`src/rtl/capture_readout_sched.sv`:
```
// capture_readout_sched: frame sequencer gating DATA_NUM ADC strobes into the sample FIFO (out_fifo_wrreq), settling, then draining it bytewise to the UART (out_fifo_rdreq/in_fifo_q -> out_tx_data/out_tx_start, in_tx_busy handshake); in_start/in_continuous control, out_busy/out_done/out_err status, in_rst async active-low; define FRAME_HEADER_EN to prefix each frame with sync bytes A5 5A
module capture_readout_sched #(
  parameter int DATA_NUM = 405,
  parameter int SETTLE_CYC = 8,
  parameter int HOLDOFF_CYC = 16
) (
  input  logic       in_clk,
  input  logic       in_rst,
  input  logic       in_start,
  input  logic       in_continuous,
  input  logic       in_sample_en,
  output logic       out_fifo_wrreq,
  output logic       out_fifo_rdreq,
  input  logic       in_fifo_empty,
  input  logic [7:0] in_fifo_q,
  output logic [7:0] out_tx_data,
  output logic       out_tx_start,
  input  logic       in_tx_busy,
  output logic       out_busy,
  output logic       out_done,
  output logic       out_err
);
  typedef enum logic [2:0] {IDLE, CAPTURE, SETTLE, READ, WAIT_Q, SEND, WAIT_TX, HOLDOFF} state_t;
  localparam logic [9:0] LAST_IDX = 10'(DATA_NUM - 1);
  localparam logic [15:0] SETTLE_LAST = 16'(SETTLE_CYC - 1);
  localparam logic [15:0] HOLD_LAST = 16'(HOLDOFF_CYC - 1);
`ifdef FRAME_HEADER_EN
  localparam bit HDR_ON = 1'b1;
  logic [1:0] hdr;
`else
  localparam bit HDR_ON = 1'b0;
  localparam logic [1:0] hdr = 2'd0;
`endif
  state_t state, state_n;
  logic [9:0] wr_cnt, rd_cnt;
  logic [15:0] tmr;
  logic [7:0] hold;
  logic tmr_hit, tx_done, send_go, enter_cap;
  assign out_fifo_wrreq = state == CAPTURE && in_sample_en;
  assign out_fifo_rdreq = state == READ && !in_fifo_empty;
  assign out_busy = state != IDLE;
  assign tmr_hit = tmr == (state == SETTLE ? SETTLE_LAST : HOLD_LAST);
  assign send_go = state == SEND && !in_tx_busy;
  assign tx_done = state == WAIT_TX && !out_tx_start && !in_tx_busy;
  assign enter_cap = state_n == CAPTURE && state != CAPTURE;
  always_comb begin
    state_n = state;
    case (state)
      IDLE:    state_n = in_start ? CAPTURE : IDLE;
      CAPTURE: state_n = out_fifo_wrreq && wr_cnt == LAST_IDX ? SETTLE : CAPTURE;
      SETTLE:  state_n = !tmr_hit ? SETTLE : HDR_ON ? SEND : READ;
      READ:    state_n = in_fifo_empty ? HOLDOFF : WAIT_Q;
      WAIT_Q:  state_n = SEND;
      SEND:    state_n = send_go ? WAIT_TX : SEND;
      WAIT_TX: state_n = !tx_done ? WAIT_TX : hdr == 2'd1 ? SEND : hdr == 2'd2 ? READ :
                         rd_cnt == LAST_IDX ? HOLDOFF : READ;
      HOLDOFF: state_n = !tmr_hit ? HOLDOFF : in_continuous ? CAPTURE : IDLE;
      default: state_n = IDLE;
    endcase
  end
  always_ff @(posedge in_clk or negedge in_rst) begin
    if (!in_rst) begin
      state <= IDLE;
      wr_cnt <= '0;
      rd_cnt <= '0;
      tmr <= '0;
      hold <= '0;
      out_tx_data <= '0;
      out_tx_start <= 1'b0;
      out_done <= 1'b0;
      out_err <= 1'b0;
`ifdef FRAME_HEADER_EN
      hdr <= 2'd0;
`endif
    end else begin
      state <= state_n;
      tmr <= (state == SETTLE || state == HOLDOFF) && !tmr_hit ? tmr + 16'd1 : 16'd0;
      wr_cnt <= enter_cap ? 10'd0 : wr_cnt + 10'(out_fifo_wrreq);
      rd_cnt <= enter_cap ? 10'd0 : rd_cnt + 10'(tx_done && hdr == 2'd0);
      out_tx_start <= send_go;
      out_done <= tx_done && hdr == 2'd0 && rd_cnt == LAST_IDX;
      if (send_go)
        out_tx_data <= hold;
      if (state == IDLE && in_start)
        out_err <= 1'b0;
      else if (state == READ && in_fifo_empty)
        out_err <= 1'b1;
`ifdef FRAME_HEADER_EN
      hold <= state == WAIT_Q ? in_fifo_q : state == SETTLE && tmr_hit ? 8'hA5 :
              tx_done && hdr == 2'd1 ? 8'h5A : hold;
      if (state == SETTLE && tmr_hit)
        hdr <= 2'd1;
      else if (tx_done && hdr != 2'd0)
        hdr <= hdr == 2'd1 ? 2'd2 : 2'd0;
`else
      if (state == WAIT_Q)
        hold <= in_fifo_q;
`endif
    end
  end
endmodule

```
`config.mk`:
```
export PLATFORM = sky130hd
export DESIGN_NAME = capture_readout_sched
export DESIGN_NICKNAME = d
export VERILOG_FILES = /design/src/rtl/capture_readout_sched.sv
export SDC_FILE = /design/constraint.sdc
export NUM_CORES = 1
export LEC_CHECK = 0
export BUFFER_PORTS_ARGS = -buffer_cell sky130_fd_sc_hd__buf_2
export CAP_MARGIN = 20
export CELL_PAD_IN_SITES_DETAIL_PLACEMENT = 1
export CELL_PAD_IN_SITES_GLOBAL_PLACEMENT = 1
export CORE_MARGIN = 1
export CORE_UTILIZATION = 28
export DETAILED_ROUTE_END_ITERATION = 16
export PLACE_DENSITY_LB_ADDON = 0.08
export SYNTH_ARGS = -nofsm -noshare
export SYNTH_HDL_FRONTEND = slang
export SYNTH_SLANG_ARGS = --single-unit
```
`constraint.sdc`:
```
create_clock -name in_clk -period 4.5 [get_ports in_clk]
set_input_delay 0.225 -clock in_clk [delete_from_list [all_inputs] [get_ports in_clk]]
set_output_delay 0.225 -clock in_clk [all_outputs]
set_load 0.02 [all_outputs]
```
# [Yosys cells after proc, flatten, opt, wreduce, memory -nomap -nowiden]
# Cells that the tools add are included.
[classes] muxes=16 n_eq_ne=12 mul=0 bitwise_logic=0 add_sub_neg=3 n_div=0 reduce_logical=19 order_cmp=0 shift=0
[op_table] cell="case mux 3 bit (8 select lines)" count=1
[op_table] cell="adder 10 x 1 -> 10 bit" count=2
[op_table] cell="== test 10 x 9 -> 1 bit (second input constant)" count=2
[op_table] cell="two-way mux 10 bit" count=2
[op_table] cell="adder 16 x 1 -> 16 bit (second input constant)" count=1
[op_table] cell="== test 16 x 4 -> 1 bit" count=1
[op_table] cell="two-way mux 16 bit" count=1
[op_table] cell="== test 3 bit (second input constant)" count=4
[op_table] cell="logical AND 1 bit" count=11
[op_table] cell="two-way mux 3 bit" count=3
[op_table] cell="== test 3 x 1 -> 1 bit (second input constant)" count=2
[op_table] cell="== test 3 x 2 -> 1 bit (second input constant)" count=2
[op_table] cell="two-way mux 2 bit" count=3
[op_table] cell="two-way mux 1 bit" count=5
[op_table] cell="zero test 1 bit" count=4
[op_table] cell="two-way mux 4 bit" count=1
[op_table] cell="zero test 3 bit" count=1
[op_table] cell="!= test 3 x 1 -> 1 bit (second input constant)" count=1
[op_table] cell="nonzero test 3 bit" count=1
[op_table] cell="nonzero test 2 bit" count=1
[op_table] cell="logical OR 1 bit" count=1
[totals] mem_count=0 ramBits=0 mem_bits_ro=0 elab_cells=59 output_inout_bits=14 inputBits=15 register_bits=58 latchBits=0

# [Longest topological paths before layout]
[depth] word_depth=8 mapped_depth=9 depth_no_buf=8

# [Least setup slack after synthesis]
# No wires, ideal clock.
[synth_timing] path_kind="reg2reg" startpoint="register state[1]" endpoint="register wr_cnt[6]" t_arrival_ps=2031 n_path_buf=1 path_slack_ps=2341 setup_ps=128 period_less_slack_ps=2159 path_stages_with_launch=10 cell_sequence="dfrtp_1 > clkbuf_1 > nor3b_1 > and2_1 > ha_1 > ha_1 > and3_1 > nand3_1 > xor2_1 > a21oi_2"
[synth_via] elab_chain_cells=8
[synth_lines] item="from (decl)" line_no="34" rtl="state_t state, state_n;"
[synth_lines] item="from (signal assigned)" line_no="76" rtl="state <= state_n;"
[synth_lines] item="== test 3 x 1 -> 1 bit *" line_no="39" rtl="assign out_fifo_wrreq = state == CAPTURE && in_sample_en;"
[synth_lines] item="logical AND 1 bit *" line_no="39"
[synth_lines] item="net out_fifo_wrreq" line_no="12" rtl="output logic out_fifo_wrreq,"
[synth_lines] item="logical AND 1 bit" line_no="50" rtl="CAPTURE: state_n = out_fifo_wrreq && wr_cnt == LAST_IDX ? SETTLE : CAPTURE;"
[synth_lines] item="two-way mux 2 bit" line_no="50"
[synth_lines] item="case mux 3 bit (8 select lines)" line_no="48" rtl="case (state)"
[synth_lines] item="== test 3 x 1 -> 1 bit" line_no="45" rtl="assign enter_cap = state_n == CAPTURE && state != CAPTURE;"
[synth_lines] item="logical AND 1 bit" line_no="45"
[synth_lines] item="two-way mux 10 bit *" line_no="78" rtl="wr_cnt <= enter_cap ? 10'd0 : wr_cnt + 10'(out_fifo_wrreq);"
[synth_lines] item="to (signal assigned)" line_no="78"
[synth_lines] item="to (decl)" line_no="35" rtl="logic [9:0] wr_cnt, rd_cnt;"
# The timed path passes the listed nets; every way through them passes the cells marked *.
# A chain may end at the register's enable or synchronous reset.

# [Final worst setup path]
[layout_timing] startpoint="register tmr[0]" endpoint="register wr_cnt[1]"
[layout_via] elab_chain_cells=6
[layout_lines] item="from (decl)" line_no="36" rtl="logic [15:0] tmr;"
[layout_lines] item="from (signal assigned)" line_no="77" rtl="tmr <= (state == SETTLE || state == HOLDOFF) && !tmr_hit ? tmr + 16'd1 : 16'd0;"
[layout_lines] item="== test 16 x 4 -> 1 bit *" line_no="42" rtl="assign tmr_hit = tmr == (state == SETTLE ? SETTLE_LAST : HOLD_LAST);"
[layout_lines] item="two-way mux 3 bit or two-way mux 1 bit (tied branches)" line_no="57, 51"
[layout_lines] item="case mux 3 bit (8 select lines) *" line_no="48"
[layout_lines] item="== test 3 x 1 -> 1 bit *" line_no="45"
[layout_lines] item="logical AND 1 bit *" line_no="45"
[layout_lines] item="two-way mux 10 bit *" line_no="78"
# Every way passes the cells marked *; elsewhere a longest branch is shown, timed or not.

==> out/results.tsv <==
stage	metric	value	unit
logic_synthesis	Post-synth ARST share	100	%
logic_synthesis	Yosys top cell by area	dfrtp_1	
worst_setup_path	WP data required	4.71	ns
clocking	register clock-pin slew on the reported worst setup and hold paths	0.07	ns
global_route	grt total ovfl	0	
sta	RSZ-0062 raised after global routing	false	
logic_synthesis	Synth Cell Area	2910	µm²
placement	Detail Placement HPWL	4570	µm
logic_synthesis	Synth Area per Inst	11.1	µm²
sta	Worst-Margin Slew	0.858	ns
global_route	initial antenna violation count	0	
logic_synthesis	largest cells by area after synthesis	dfrtp_1 (50%), mux2_2 (6.2%), xor2_1 (6.0%), a21oi_2 (4.5%), nand3_1 (3.6%)	
floorplanning	core area	9910	µm²
drt	drc violations	0	
sta	Fmax achieved	359	MHz
sta	Fin Clk Skew	0.00943	ns
worst_setup_path	CP arrival	2.99	ns
logic_synthesis	flops & latches, synth	58	
power_and_ir_drop	Leakage	1.50	nW
placement	GPL Wtd Cong	0.733	
finish	final non-filler cell total	433	
floorplanning	die area	10800	µm²
sta	Final min period	2.78	ns
clocking	CTS tree	done	
logic_synthesis	Yosys cell types	48	
worst_setup_path	CP Capture Type	register	
logic_synthesis	Yosys warning total	0	
logic_synthesis	EDFF count, synth	0	
logic_synthesis	Synth Instances	261	
global_route	vias in the first global route	2197	
sta	final period utilization	61.8	%
clocking	CTS Buf Count	9	
global_route	pin count of the biggest net entering global routing	59	
finish	Reg area	1450	µm²
clocking	clk sinks	58	
logic_synthesis	Syn Nets	281	
worst_setup_path	slowest stage delay, CP	0.69	ns
finish	share of cells above drive strength 1	31.7	%
clocking	clk root buf	clkbuf_8	
status	outcome	finished clean	
logic_synthesis	Post-synth top cells	dfrtp_1 (58), nor2_1 (25), nand3_1 (21)	
logic_synthesis	Yosys top cell area share	50.0	%
clocking	Resized cells post-CTS	0	
power_and_ir_drop	Pwr Density	583	nW/µm²
job	Max Cap Viol	0	
worst_setup_path	crit start category	register	
clocking	# hold bufs at CTS	0	
floorplanning	io pins	29	
clocking	CTS Buffer Depth	2	
worst_setup_path	CP Class	register to register	
placement	placed insts	416	
finish	area of the multi-input gates	1380	µm²
clocking	CTS H-tree lvls	3	
global_route	GRT Total Usage	13.8	%
drt	drt first pass iters	4	
drt	WL per Instance	15.5	µm
worst_setup_path	CP max-delay cell	and4_1	
power_and_ir_drop	maximum vdd drop	0.276	mV
finish	ant diodes	0	
sta	Final setup viols	0	
sta	final hold vios	0	
global_route	first-pass GRT wire length	11600	µm
floorplanning	Starting Density	29.3	%
drt	via count	2069	
floorplanning	FP Rows	36	
clocking	Skew-Pair Late Insertion Delay	0.34	ns
logic_synthesis	top_reg_cell synth	dfrtp_1	
placement	IO buf count	28	
drt	Vias/cell	4.78	
drt	Initial DRC Count	49	
finish	Filler cells	1138	
worst_setup_path	CP Cell Sequence	ha_1 -> or3b_2 -> nor3_1 -> a31o_2 -> and4_1 -> buf_4 -> a21boi_2	
drt	Routed Antenna Nets	0	
floorplanning	Die X	104	µm
sta	Setup TNS	0	ns
worst_setup_path	worst-path maximum fanout	13	
clocking	Post-CTS Setup Repair Bufs	0	
logic_synthesis	most frequent cell after synthesis	dfrtp_1	
drt	Routed WL	6720	µm
sta	relative slew slack	42.6	%
sta	Max Slew Vio Count	0	
finish	area grow syn2layout	18.1	%
finish	Final nets	315	
floorplanning	die height	104	µm
worst_hold_path	worst min path class	primary input to async pin	
logic_synthesis	register area share after synthesis	50.0	%
## cell type report
class	instances	share of cell area, %
flip-flops and latches	58	42.3
multi-input cells	188	40.3
repair buffers	32	5.54
well taps	133	4.85
clock buffers	10	4.01
clock inverters	6	2.33
inverters	6	0.656
## worst max-delay path: cells and delay by family (launching register included)
kind                     cells  cell delay [ns]
AO/OA/AOI/OAI                2             0.29
adder cells (fa/ha/maj)      1             0.24
AND/OR/NAND/NOR              3             1.36
buffers and inverters        1             0.34
flip-flops                   1             0.41
## cells in the final DEF, fill, tap and decap left out, types with 2 or more instances in the layout
cell       Yosys  layout
dfrtp_1       58      58
buf_2          2      28
nor2_1        25      25
nand3_1       21      21
xor2_1        20      20
mux2_2        16      16
a21oi_2       15      15
and3_1        14      14
nand2_1       10      10
xnor2_1       10      10
clkbuf_8       0      10
inv_1          6       6
a21oi_1        5       5
ha_1           5       5
clkinv_2       0       4
nor3_1         3       3
a21boi_2       3       3
buf_4          1       3
or4_4          2       2
and2_1         2       2
or3b_2         2       2
nor4_1         2       2
nor3b_1        2       2
o21ai_0        2       2
a31oi_1        2       2
a211oi_1       2       2
nand4_1        2       2
and3_2         2       2
bufinv_16      0       2
## where the power goes
group	switching [mW]	internal (mW)	total, mW
registers	0.112	0.637	0.749
clock network	0.213	0.323	0.536
logic	0.438	0.278	0.715
total	0.763	1.24	2.00
## flip-flops by register name (all words and copies together), names as in the netlist
| signal | flops |
|---|---|
| out_err | 1 |
| rd_cnt | 10 |
| out_done | 1 |
| out_tx_start | 1 |
| hold | 8 |
| wr_cnt | 10 |
| out_tx_data | 8 |
| state | 3 |
| tmr | 16 |
## logic make-up after synthesis
family / count (synthesis) / synth area share, %
AO/OA/AOI/OAI: 36 / 10.0
XOR/XNOR: 30 / 9.04
adder cells (fa/ha/maj): 5 / 2.15
buffers and inverters: 15 / 2.67
AND/OR/NAND/NOR: 100 / 19.6
multiplexers: 17 / 6.55
flip-flops: 58 / 50.0
## per-stage QoR
stage | util [%] | hold WS, ns | setup WS [ns] | instance area (µm²) | power (mW)
3_3_place_gp | 32.1 | 0.449 | 1.61 | 3190 | 1.42
4_1_cts | 34.3 | 0.0762 | 1.51 | 3400 | 1.98
6_report | 34.6 | 0.0238 | 1.72 | 3430 | 2.00
2_1_floorplan | - | -0.0706 | 2.34 | 2910 | 1.26
3_5_place_dp | 32.1 | 0.456 | 1.51 | 3190 | 1.43
5_1_grt | 34.6 | 0.104 | 1.55 | 3430 | 2.13
## metal layers
layer  vias to the layer above  part of all wire [%]  GRT usage, %
met5                         -                     0             0
met4                         0                   1.9          6.73
met3                        11                   3.4          3.01
met2                        34                    42          19.5
met1                      1036                    53          19.8
li1                        988                     -             -
## path summary, 6_finish.rpt
check,from,endpoint,slack (ns),cells past startpoint
worst max-delay path,tmr[0],wr_cnt[1],1.72,7
worst min-delay path,in_rst,tmr[5],0.02,2
worst max register to register,tmr[0],wr_cnt[1],1.72,7
worst min register to register,hold[1],out_tx_data[1],0.50,1
max in group asynchronous,in_rst,rd_cnt[2],3.93,2
min in group in_clk,in_fifo_q[3],hold[3],0.12,2
Power figures use the tool's default switching activity.
